$ cat src/rtl/muldiv_seq.sv
// rtl/muldiv_seq.sv - iterative RV32M multiply/divide unit with busy/done handshake
// Shift-add multiply and restoring divide on operand magnitudes, sign-fixed at the end.
module muldiv_seq #(
  parameter int XLEN  = 32,
  parameter int STEPS = 32
) (
  input  logic            clk,
  input  logic            reset,
  input  logic            start,
  input  logic [2:0]      funct3,
  input  logic [XLEN-1:0] a,
  input  logic [XLEN-1:0] b,
  input  logic            flush,
  output logic            busy,
  output logic            done,
  output logic [XLEN-1:0] result
);

  localparam int              CW       = $clog2(STEPS);
  localparam logic [CW-1:0]   LAST     = CW'(STEPS - 1);
  localparam logic [XLEN-1:0] MIN_NEG  = {1'b1, {(XLEN-1){1'b0}}};
  localparam logic [XLEN-1:0] ALL_ONES = '1;

  typedef enum logic [1:0] {IDLE, CALC, FIX, DONE} state_t;

  state_t state, state_n;

  logic [2:0]        op;
  logic              neg_a, neg_b, special;
  logic [XLEN-1:0]   spec_val, mag_b;
  logic [2*XLEN-1:0] acc;
  logic [CW-1:0]     count;
  logic              accept;

  logic              signed_a, signed_b, in_neg_a, in_neg_b, in_special;
  logic [XLEN-1:0]   in_mag_a, in_mag_b, in_spec_val;

  logic [XLEN:0]     mul_sum, div_shift;
  logic              div_ok;
  logic [XLEN-1:0]   div_diff;

  logic [2*XLEN-1:0] prod_fix;
  logic [XLEN-1:0]   quot_fix, rem_fix, fix_val;

  // Operand decode: signedness, magnitudes and the divide special cases.
  always_comb begin
    signed_a = 1'b0;
    signed_b = 1'b0;
    case (funct3)
      3'b000, 3'b001, 3'b100, 3'b110: begin
        signed_a = 1'b1;
        signed_b = 1'b1;
      end
      3'b010:  signed_a = 1'b1;
      default: ;
    endcase
    in_neg_a    = signed_a & a[XLEN-1];
    in_neg_b    = signed_b & b[XLEN-1];
    in_mag_a    = in_neg_a ? -a : a;
    in_mag_b    = in_neg_b ? -b : b;
    in_special  = 1'b0;
    in_spec_val = '0;
    if (funct3[2]) begin
      if (b == '0) begin
        in_special  = 1'b1;
        in_spec_val = funct3[1] ? a : ALL_ONES;
      end else if (!funct3[0] && a == MIN_NEG && b == ALL_ONES) begin
        in_special  = 1'b1;
        in_spec_val = funct3[1] ? '0 : MIN_NEG;
      end
    end
  end

  // One iteration: acc holds {partial_hi, multiplier} or {remainder, dividend/quotient}.
  always_comb begin
    mul_sum   = {1'b0, acc[2*XLEN-1:XLEN]} + (acc[0] ? {1'b0, mag_b} : '0);
    div_shift = {acc[2*XLEN-1:XLEN], acc[XLEN-1]};
    div_ok    = div_shift >= {1'b0, mag_b};
    div_diff  = div_shift[XLEN-1:0] - mag_b;
  end

  always_comb begin
    prod_fix = (neg_a ^ neg_b) ? -acc : acc;
    quot_fix = (neg_a ^ neg_b) ? -acc[XLEN-1:0] : acc[XLEN-1:0];
    rem_fix  = neg_a ? -acc[2*XLEN-1:XLEN] : acc[2*XLEN-1:XLEN];
    if (special)
      fix_val = spec_val;
    else if (op[2])
      fix_val = op[1] ? rem_fix : quot_fix;
    else if (op[1:0] == 2'b00)
      fix_val = prod_fix[XLEN-1:0];
    else
      fix_val = prod_fix[2*XLEN-1:XLEN];
  end

  always_ff @(posedge clk or posedge reset) begin
    if (reset) state <= IDLE;
    else       state <= state_n;
  end

  always_comb begin
    state_n = state;
    accept  = 1'b0;
    busy    = (state != IDLE);
    done    = (state == DONE);
    case (state)
      IDLE: begin
        if (start && !flush) begin
          accept  = 1'b1;
          state_n = in_special ? FIX : CALC;
        end
      end
      CALC: begin
        if (flush)              state_n = IDLE;
        else if (count == LAST) state_n = FIX;
      end
      FIX:     state_n = flush ? IDLE : DONE;
      DONE:    state_n = IDLE;
      default: state_n = IDLE;
    endcase
  end

  always_ff @(posedge clk or posedge reset) begin
    if (reset) begin
      op       <= '0;
      neg_a    <= 1'b0;
      neg_b    <= 1'b0;
      special  <= 1'b0;
      spec_val <= '0;
      mag_b    <= '0;
      acc      <= '0;
      count    <= '0;
      result   <= '0;
    end else begin
      if (accept) begin
        op       <= funct3;
        neg_a    <= in_neg_a;
        neg_b    <= in_neg_b;
        special  <= in_special;
        spec_val <= in_spec_val;
        mag_b    <= in_mag_b;
        acc      <= {{XLEN{1'b0}}, in_mag_a};
        count    <= '0;
      end else if (state == CALC) begin
        count <= count + 1'b1;
        if (op[2])
          acc <= {(div_ok ? div_diff : div_shift[XLEN-1:0]), acc[XLEN-2:0], div_ok};
        else
          acc <= {mul_sum, acc[XLEN-1:1]};
      end
      // result only moves on a completed operation; a flush in FIX leaves it intact
      if (state == FIX && !flush)
        result <= fix_val;
    end
  end

endmodule
$ cat config.mk
export PLATFORM = sky130hd
export DESIGN_NAME = muldiv_seq
export DESIGN_NICKNAME = d
export VERILOG_FILES = /design/src/rtl/muldiv_seq.sv
export SDC_FILE = /design/constraint.sdc
export NUM_CORES = 1
export LEC_CHECK = 0
export BUFFER_PORTS_ARGS = -buffer_cell sky130_fd_sc_hd__buf_2
export CAP_MARGIN = 20
export CELL_PAD_IN_SITES_DETAIL_PLACEMENT = 1
export CELL_PAD_IN_SITES_GLOBAL_PLACEMENT = 1
export CORE_ASPECT_RATIO = 0.5
export CORE_MARGIN = 3
export CORE_UTILIZATION = 40
export CTS_CLUSTER_DIAMETER = 80
export CTS_CLUSTER_SIZE = 8
export DETAILED_ROUTE_END_ITERATION = 10
export HOLD_SLACK_MARGIN = 0.08
export PLACE_DENSITY = 0.77
export SLEW_MARGIN = 20
export SYNTH_ARGS = -nofsm -noshare
export SYNTH_HDL_FRONTEND = slang
export SYNTH_SLANG_ARGS = --single-unit
$ cat constraint.sdc
create_clock -name clk -period 7 [get_ports clk]
set_clock_uncertainty 0.15 [all_clocks]
set_input_delay 1.05 -clock clk [delete_from_list [all_inputs] [get_ports clk]]
set_output_delay 1.05 -clock clk [all_outputs]
set_load 0.005 [all_outputs]
==> results of run 1 <==
-- metal layers --
layer,part of all wire,GRT usage
met2,0.46,0.458
met4,0.030,0.0899
met1,0.45,0.388
met5,0,0
met3,0.061,0.0405
-- worst max path at each step --
stage                         endpoint  slack [ns]    start  depth (start not counted)
after CTS                      acc[61]        2.59  acc[32]                         12
final                          acc[61]        2.55  acc[32]                         12
after detailed placement   spec_val[1]        2.58    b[17]                         10
after global placement    spec_val[12]        2.35    b[17]                         10
after global routing           acc[61]        2.27  acc[32]                         12
after floorplan                 acc[0]        1.11    reset                          1
-- report_power, final --
part           switching, mW  leakage (nW)  internal [mW]  total, mW
registers              0.610          2.19           1.32       1.93
clock network          0.502         0.297          0.523       1.02
logic                   2.82          4.87           1.77       4.59
total                   3.93          7.36           3.62       7.55
-- layout make-up --
type,count,share of cell area
timing repair buffer,130,0.0420
tap,520,0.0382
sequential,173,0.254
inverter,72,0.0161
clock buffer,18,0.0258
clock inverter,14,0.00998
multi-input combinational,1648,0.614
-- critical path: stages (launching register included) --
cell       delay, ns
dfrtp_1         0.65
ha_1            0.31
inv_1           0.07
fa_1            0.38
nand2b_1        0.20
a21oi_1         0.36
o21ai_0         0.22
a41oi_1         0.55
o2111ai_1       0.28
a211oi_1        0.53
o41ai_1         0.14
mux2_2          0.28
o31ai_1         0.23
-- synthesized netlist by cell type, types with 11 or more instances --
| master | count |
|---|---|
| nand2b_1 | 21 |
| mux2i_1 | 40 |
| inv_1 | 72 |
| xnor2_1 | 98 |
| o21ai_0 | 222 |
| a221oi_1 | 15 |
| o31ai_1 | 33 |
| xor2_1 | 93 |
| nor2b_1 | 36 |
| a21o_1 | 40 |
| nor4_1 | 15 |
| and3_1 | 11 |
| nand4_1 | 20 |
| clkbuf_1 | 110 |
| ha_1 | 71 |
| or4_1 | 12 |
| or2_2 | 14 |
| nor2_1 | 152 |
| dfrtp_1 | 173 |
| o211ai_1 | 41 |
| nand3_1 | 56 |
| o41ai_1 | 13 |
| nand2_1 | 265 |
| a21oi_1 | 135 |
| nor3_1 | 40 |
| a31oi_1 | 21 |
| or3_1 | 15 |
| a211oi_1 | 18 |
-- logic make-up after synthesis --
logic type / Yosys count / share of synthesized area
buffers and inverters: 206 / 0.0522
flip-flops: 173 / 0.278
AND/OR/NAND/NOR: 695 / 0.212
XOR/XNOR: 191 / 0.108
multiplexers: 45 / 0.0294
adder cells (fa/ha/maj): 73 / 0.0597
AO/OA/AOI/OAI: 644 / 0.261
-- flip-flops by register name, indices dropped and copies added (netlist names) --
name / count
neg_b: 1
spec_val: 32
special: 1
neg_a: 1
state: 2
mag_b: 32
acc: 64
op: 3
count: 5
result: 32
-- metrics by stage --
step | cell area [µm²] | setup slack, ns
3_5_place_dp | 16400 | 2.58
3_3_place_gp | 16400 | 2.35
4_1_cts | 17000 | 2.59
2_1_floorplan | 15600 | 1.11
5_1_grt | 17100 | 2.27
6_report | 17100 | 2.55
==> summary.txt, run 1 <==
Status
  – Status: complete, no violations

Place
  – Placed Cells incl. Taps: 2543
  – Post-DP HPWL: 44.1 mm
  – RD Place Congestion: 0.894
  – Port Buf Inserts: 104

Critical path
  – CP startpoint kind: register
  – Reg-to-Reg Start: acc[32]
  – Setup crit end kind: register
  – Critical path arrival: 4.66 ns
  – Worst EP required: 7.22 ns
  – Worst R2R Setup Slack: 2.55 ns
  – Reg-to-reg endpoint: acc[61]
  – Length in cells of the worst reg-to-reg path: 12
  – Setup CP Type: reg -> reg
  – Crit Path Max Fanout: 10

Run
  – Max-cap violations: 0

Power and ir drop
  – Pwr dens: 443 nW/µm²
  – Peak supply drop: 0.212 mV
  – Leak pwr: 7.36 nW
  – Power, Total: between 7 and 8 mW

Die
  – Die Wd: 285 µm
  – Die height: 145 µm
  – Top Ports: ~110
  – Initial Util: 0.411
  – Core Region: 37800 µm²
  – Die Area: just over 40000 µm²
  – Row count: 50

Yosys
  – Post-synth top area share: 0.278
  – Post-synthesis cell count: between 2000 and 2500
  – Synth warn: 0
  – Yosys cell types: 81
  – Syn nets: 2171
  – FFs w/ async S/R, synth: 1.00
  – Top post-synthesis cells by area: dfrtp_1, o21ai_0, nand2_1
  – Mapped Avg Cell Area: 7.68 µm²
  – Sequential share of the synthesized area: 0.278
  – Mapped cell area: 15600 µm²
  – #FFs+latches synth: roughly 170
  – EDFF count, synth: 0
  – Synth area leader: dfrtp_1
  – Ys flop type: dfrtp_1

Timing
  – Unrepaired setup endpoints after global routing: no
  – Fin Setup TNS: 0 ns
  – Max-slew violations: 0
  – Final hold violation count: 0
  – WHS: 0.334 ns
  – Minimum clock period: 4.45 ns
  – Tcrit/Tclk final: 0.635
  – Max-slew headroom at the worst pin: 0.324
  – Max Fclk: 225 MHz
  – Actual slew at the worst max-slew pin: roughly 1.0 ns
  – Final setup fails: 0

Cells and area
  – # diodes: 0
  – Final non-filler cell total: 2575
  – Most common cell after layout, fill and taps aside: nand2_1
  – Final net count: 2186
  – Register area: 4330 µm²
  – Layout Utilization: 0.450
  – Share of cells above drive strength 1: 0.103
  – Area Overhead vs Synth: 9.59%
  – Multi-input gate area: 10500 µm²
  – Commonest non-fill, non-tap cells in the layout: nand2_1, o21ai_0, dfrtp_1
  – Filler cell count in the final layout: 4716

Global route
  – Remaining Overflow, GRT: 0
  – Global-route wire length before repair: ~90 mm
  – Largest net degree at the start of global routing: 85
  – Initial antenna violation count: 0
  – Vias in the first global route: 15800
  – GRT Total Usage: 0.282

CTS
  – Clock tree root driver cell: clkbuf_16
  – H-tree levels: 4
  – Clock-pin slew on the worst setup and hold paths: 0.08 ns
  – CTS sink cnt: around 170
  – Max clock buf depth: 2
  – CTS tree: built
  – Clock Latency Late Sink: 0.47 ns
  – Post-CTS Resized: 0
  – Num CTS Buffers: 17
  – Setup Fix Bufs, Post-CTS: 0
  – Hold-fix buffers, CTS: 0

Hold path
  – Hold WC Path Type: reg -> reg
  – Hold worst-path end: mag_b[11]
  – WHS Path Cells: 2
  – Min-delay src: mag_b[11]

Detailed routing
  – Total Wirelength: 59.3 mm
  – Total number of vias: 15800
  – Antenna violation net count after detailed routing: 0
  – Residual DRC count: 0
  – Drt pass-1 iters: 5
  – Average wire per standard cell: 23.0 µm
  – Vias per inst: 6.14
  – Initial DRC Count: 1438
No activity file was read; power rests on OpenSTA's default activity.
==> run 2: changes to the inputs <==
--- a/config.mk
+++ b/config.mk
@@ -5,6 +5,7 @@
 export SDC_FILE = /design/constraint.sdc
 export NUM_CORES = 1
 export LEC_CHECK = 0
+export ABC_AREA = 1
 export BUFFER_PORTS_ARGS = -buffer_cell sky130_fd_sc_hd__buf_2
 export CAP_MARGIN = 20
 export CELL_PAD_IN_SITES_DETAIL_PLACEMENT = 1
@@ -16,7 +17,7 @@
 export CTS_CLUSTER_SIZE = 8
 export DETAILED_ROUTE_END_ITERATION = 10
 export HOLD_SLACK_MARGIN = 0.08
-export PLACE_DENSITY = 0.77
+export PLACE_DENSITY = 0.81
 export SLEW_MARGIN = 20
 export SYNTH_ARGS = -nofsm -noshare
 export SYNTH_HDL_FRONTEND = slang
==> constraint.sdc (replaced) <==
create_clock -name clk -period 4.1 [get_ports clk]
set_clock_uncertainty 0.15 [all_clocks]
set_input_delay 0.615 -clock clk [delete_from_list [all_inputs] [get_ports clk]]
set_output_delay 0.615 -clock clk [all_outputs]
set_load 0.005 [all_outputs]
==> run 2 against run 1 <==
  * Clock power rose by 80%
  * Critical path depth rose by 2
  * Final cell count rose by 59%
  * Hold slack got worse by 0.16 ns
  * Global-route usage rose by 7.8 points
  * Core utilization rose by 0.73 points
  * Via count rose by 49%
  * Fmax rose by 22%
  * Combinational power rose to 3.4 times the previous value
  * Critical path type unchanged
  * Largest power group unchanged
==> summary.txt, run 2 <==
Die
  – Top Ports: 105 (unchanged)
  – Die Wd: 315 µm (+11%)
  – Initial Util: 0.414 (+0.00289)
  – Die height: 161 µm (+10%)
  – Row count: 55 (+10%)
  – Die Area: 50700 µm² (+22%)
  – Core Region: 46200 µm² (+22%)

Yosys
  – Yosys cell types: 52 (-36%)
  – Syn nets: 3517 (+62%)
  – Top post-synthesis cells by area: nand2_1, dfrtp_1, nor2_1
  – Most frequent cell after synthesis: nand2_1
  – Post-synth top cells: nand2_1, nor2_1, inv_1
  – Post-synthesis cell count: 3373 (+66%)
  – Post-synth top area share: 0.230 (-0.0479)
  – Synth warn: 0 (unchanged)
  – EDFF count, synth: 0 (unchanged)
  – Synth area leader: nand2_1
  – Ys flop type: dfrtp_1
  – FFs w/ async S/R, synth: 1.00 (unchanged)
  – #FFs+latches synth: 173 (unchanged)
  – Mapped cell area: 19100 µm² (+23%)
  – Sequential share of the synthesized area: 0.226 (-0.0521)
  – Mapped Avg Cell Area: 5.68 µm² (-26%)

Critical path
  – Worst EP required: 4.31 ns (-2.91 ns)
  – Slowest-stage cell, CP: fa_1
  – Crit Path Max Fanout: 34 (+24)
  – Setup CP Type: reg -> reg
  – Setup crit end kind: register
  – Crit path buffers/inverters: 2 (+1)
  – Max incr delay on CP: 0.51 ns (-0.14 ns)
  – Critical path's top delay family: simple AND/OR/NAND/NOR gates
  – Crit-path cells: buf_4, nand2_1, fa_1, inv_1, nand2_1, o21ai_0, nand2_1, nand2_1, nand3_1, nand3_1, nand2_1, o21ai_0, nand3b_1, nand2_1
  – Most frequent CP cell: nand2_1
  – Critical path arrival: 3.85 ns (-0.81 ns)
  – CP startpoint kind: register

Timing
  – Minimum clock period: 3.65 ns (-0.800 ns)
  – Fin Setup TNS: 0 ns (unchanged)
  – Max-slew violations: 0 (unchanged)
  – Actual slew at the worst max-slew pin: 1.13 ns (+0.110 ns)
  – Max Fclk: 274 MHz (+22%)
  – Tcrit/Tclk final: 0.890 (+0.254)
  – Max-slew headroom at the worst pin: 0.242 (-0.0816)
  – Final setup fails: 0 (unchanged)
  – Final hold violation count: 0 (unchanged)
  – Unrepaired setup endpoints after global routing: no

Detailed routing
  – Residual DRC count: 0 (unchanged)
  – Initial DRC Count: 2358 (+64%)
  – Drt pass-1 iters: 5 (unchanged)
  – Total Wirelength: 91.9 mm (+55%)
  – Vias per inst: 5.77 (-6.1%)
  – Total number of vias: 23500 (+49%)
  – Average wire per standard cell: 22.5 µm (-2.2%)
  – Antenna violation net count after detailed routing: 0 (unchanged)

Run
  – Max-cap violations: 0 (unchanged)

Cells and area
  – Share of cells above drive strength 1: 0.0730 (-0.0297)
  – Area Overhead vs Synth: 10.6%
  – Final net count: 3584 (+64%)
  – Most common cell after layout, fill and taps aside: nand2_1
  – Biggest register: acc
  – Commonest non-fill, non-tap cells in the layout: nand2_1, nor2_1, inv_1
  – Max reg flops: 64 (unchanged)
  – Final non-filler cell total: 4082 (+59%)

CTS
  – CTS sink cnt: 173 (unchanged)
  – Post-CTS Resized: 0 (unchanged)
  – Num CTS Buffers: 17 (unchanged)
  – Clock-pin slew on the worst setup and hold paths: 0.09 ns (about the same)
  – Clock Latency Late Sink: 0.48 ns (about the same)
  – CTS tree: built
  – Clock tree root driver cell: clkbuf_16
  – Max clock buf depth: 2 (unchanged)
  – Setup Fix Bufs, Post-CTS: 0 (unchanged)
  – Hold-fix buffers, CTS: 0 (unchanged)
  – H-tree levels: 4 (unchanged)

Status
  – Status: complete, no violations

Power and ir drop
  – Leak pwr: 11.4 nW (+55%)
  – Pwr dens: 979 nW/µm² (+120%)
  – Peak supply drop: 0.414 mV (+95%)

Global route
  – Largest net degree at the start of global routing: 150 (+76%)
  – Vias in the first global route: 23500 (+49%)
  – Remaining Overflow, GRT: 0 (unchanged)
  – Global-route wire length before repair: 140 mm (+51%)
  – Initial antenna violation count: 2 (+2)
  – GRT Total Usage: 0.360 (+0.0780)

Place
  – Post-DP HPWL: 73.1 mm (+66%)
  – Placed Cells incl. Taps: 4048 (+59%)
  – RD Place Congestion: 1.07 (+20%)
  – Port Buf Inserts: 104 (unchanged)

Hold path
  – Hold WC Path Type: in -> async
## run 2: cell count changes after synthesis, moves of 40 or more
| cell | previous run | this run |
|---|---|---|
| inv_1 | 72 | 429 |
| mux2i_1 | 40 | 0 |
| nand2_1 | 265 | 1175 |
| nand3_1 | 56 | 305 |
| nor2_1 | 152 | 442 |
| xnor2_1 | 98 | 10 |
## run 2: cells by family (layout without fill, tap and decap cells)
kind of cell | after synthesis | count (layout) | share of synthesized area
DFF | 173 | 173 | 0.226
buffers and inverters | 553 | 633 | 0.111
and+or+nand+nor | 2066 | 2066 | 0.447
xor gates and xnor gates | 95 | 95 | 0.0435
other | 0 | 2 | 0
adders and majority gates | 73 | 73 | 0.0485
AOI/OAI and AO/OA | 413 | 413 | 0.124
## run 2: metal layers
layer / GRT usage / vias to the layer above / wire (µm)
li1: - / 10900 / -
met1: 0.488 / 11300 / 39900
met2: 0.548 / 1062 / 38700
met3: 0.0765 / 256 / 8510
met4: 0.164 / 2 / 4790
met5: 0 / - / 13
## run 2: final timing paths
check | cells after the start | end | startpoint | slack (ns)
max | 14 | acc[47] | acc[0] | 0.45
max reg2reg | 14 | acc[47] | acc[0] | 0.45
max in group asynchronous | 3 | mag_b[17] | reset | 2.64
min | 2 | result[18] | reset | 0.18
min in group clk | 3 | spec_val[31] | funct3[2] | 0.28
min reg2reg | 2 | result[23] | result[23] | 0.33
## run 2: report_power, final
group,switching (mW),internal (mW)
Combinational,11.0,4.53
Clock,0.944,0.895
Sequential,0.926,2.38
Total,12.9,7.81
## run 2: final cells by class
cell class	instances	area, µm²
Clock buffer	17	425
Fill cell	6637	25100
Inverter	437	1640
Multi-Input combinational cell	2647	12700
Clock inverter	15	218
Sequential cell	173	4330
Timing Repair Buffer	164	1030
Tap cell	627	785
Antenna cell	2	5.00
## run 2: metrics by stage
step,hold WS (ns),power [mW],utilization,setup WS (ns),area (µm²)
6_report,0.176,20.7,0.458,0.453,21200
5_1_grt,0.228,22.2,0.458,0.262,21200
4_1_cts,0.191,20.2,0.458,0.543,21200
3_5_place_dp,0.311,18.2,0.444,0.584,20500
3_3_place_gp,0.308,17.9,0.444,0.638,20500
2_1_floorplan,0.297,12.7,-,1.12,19100
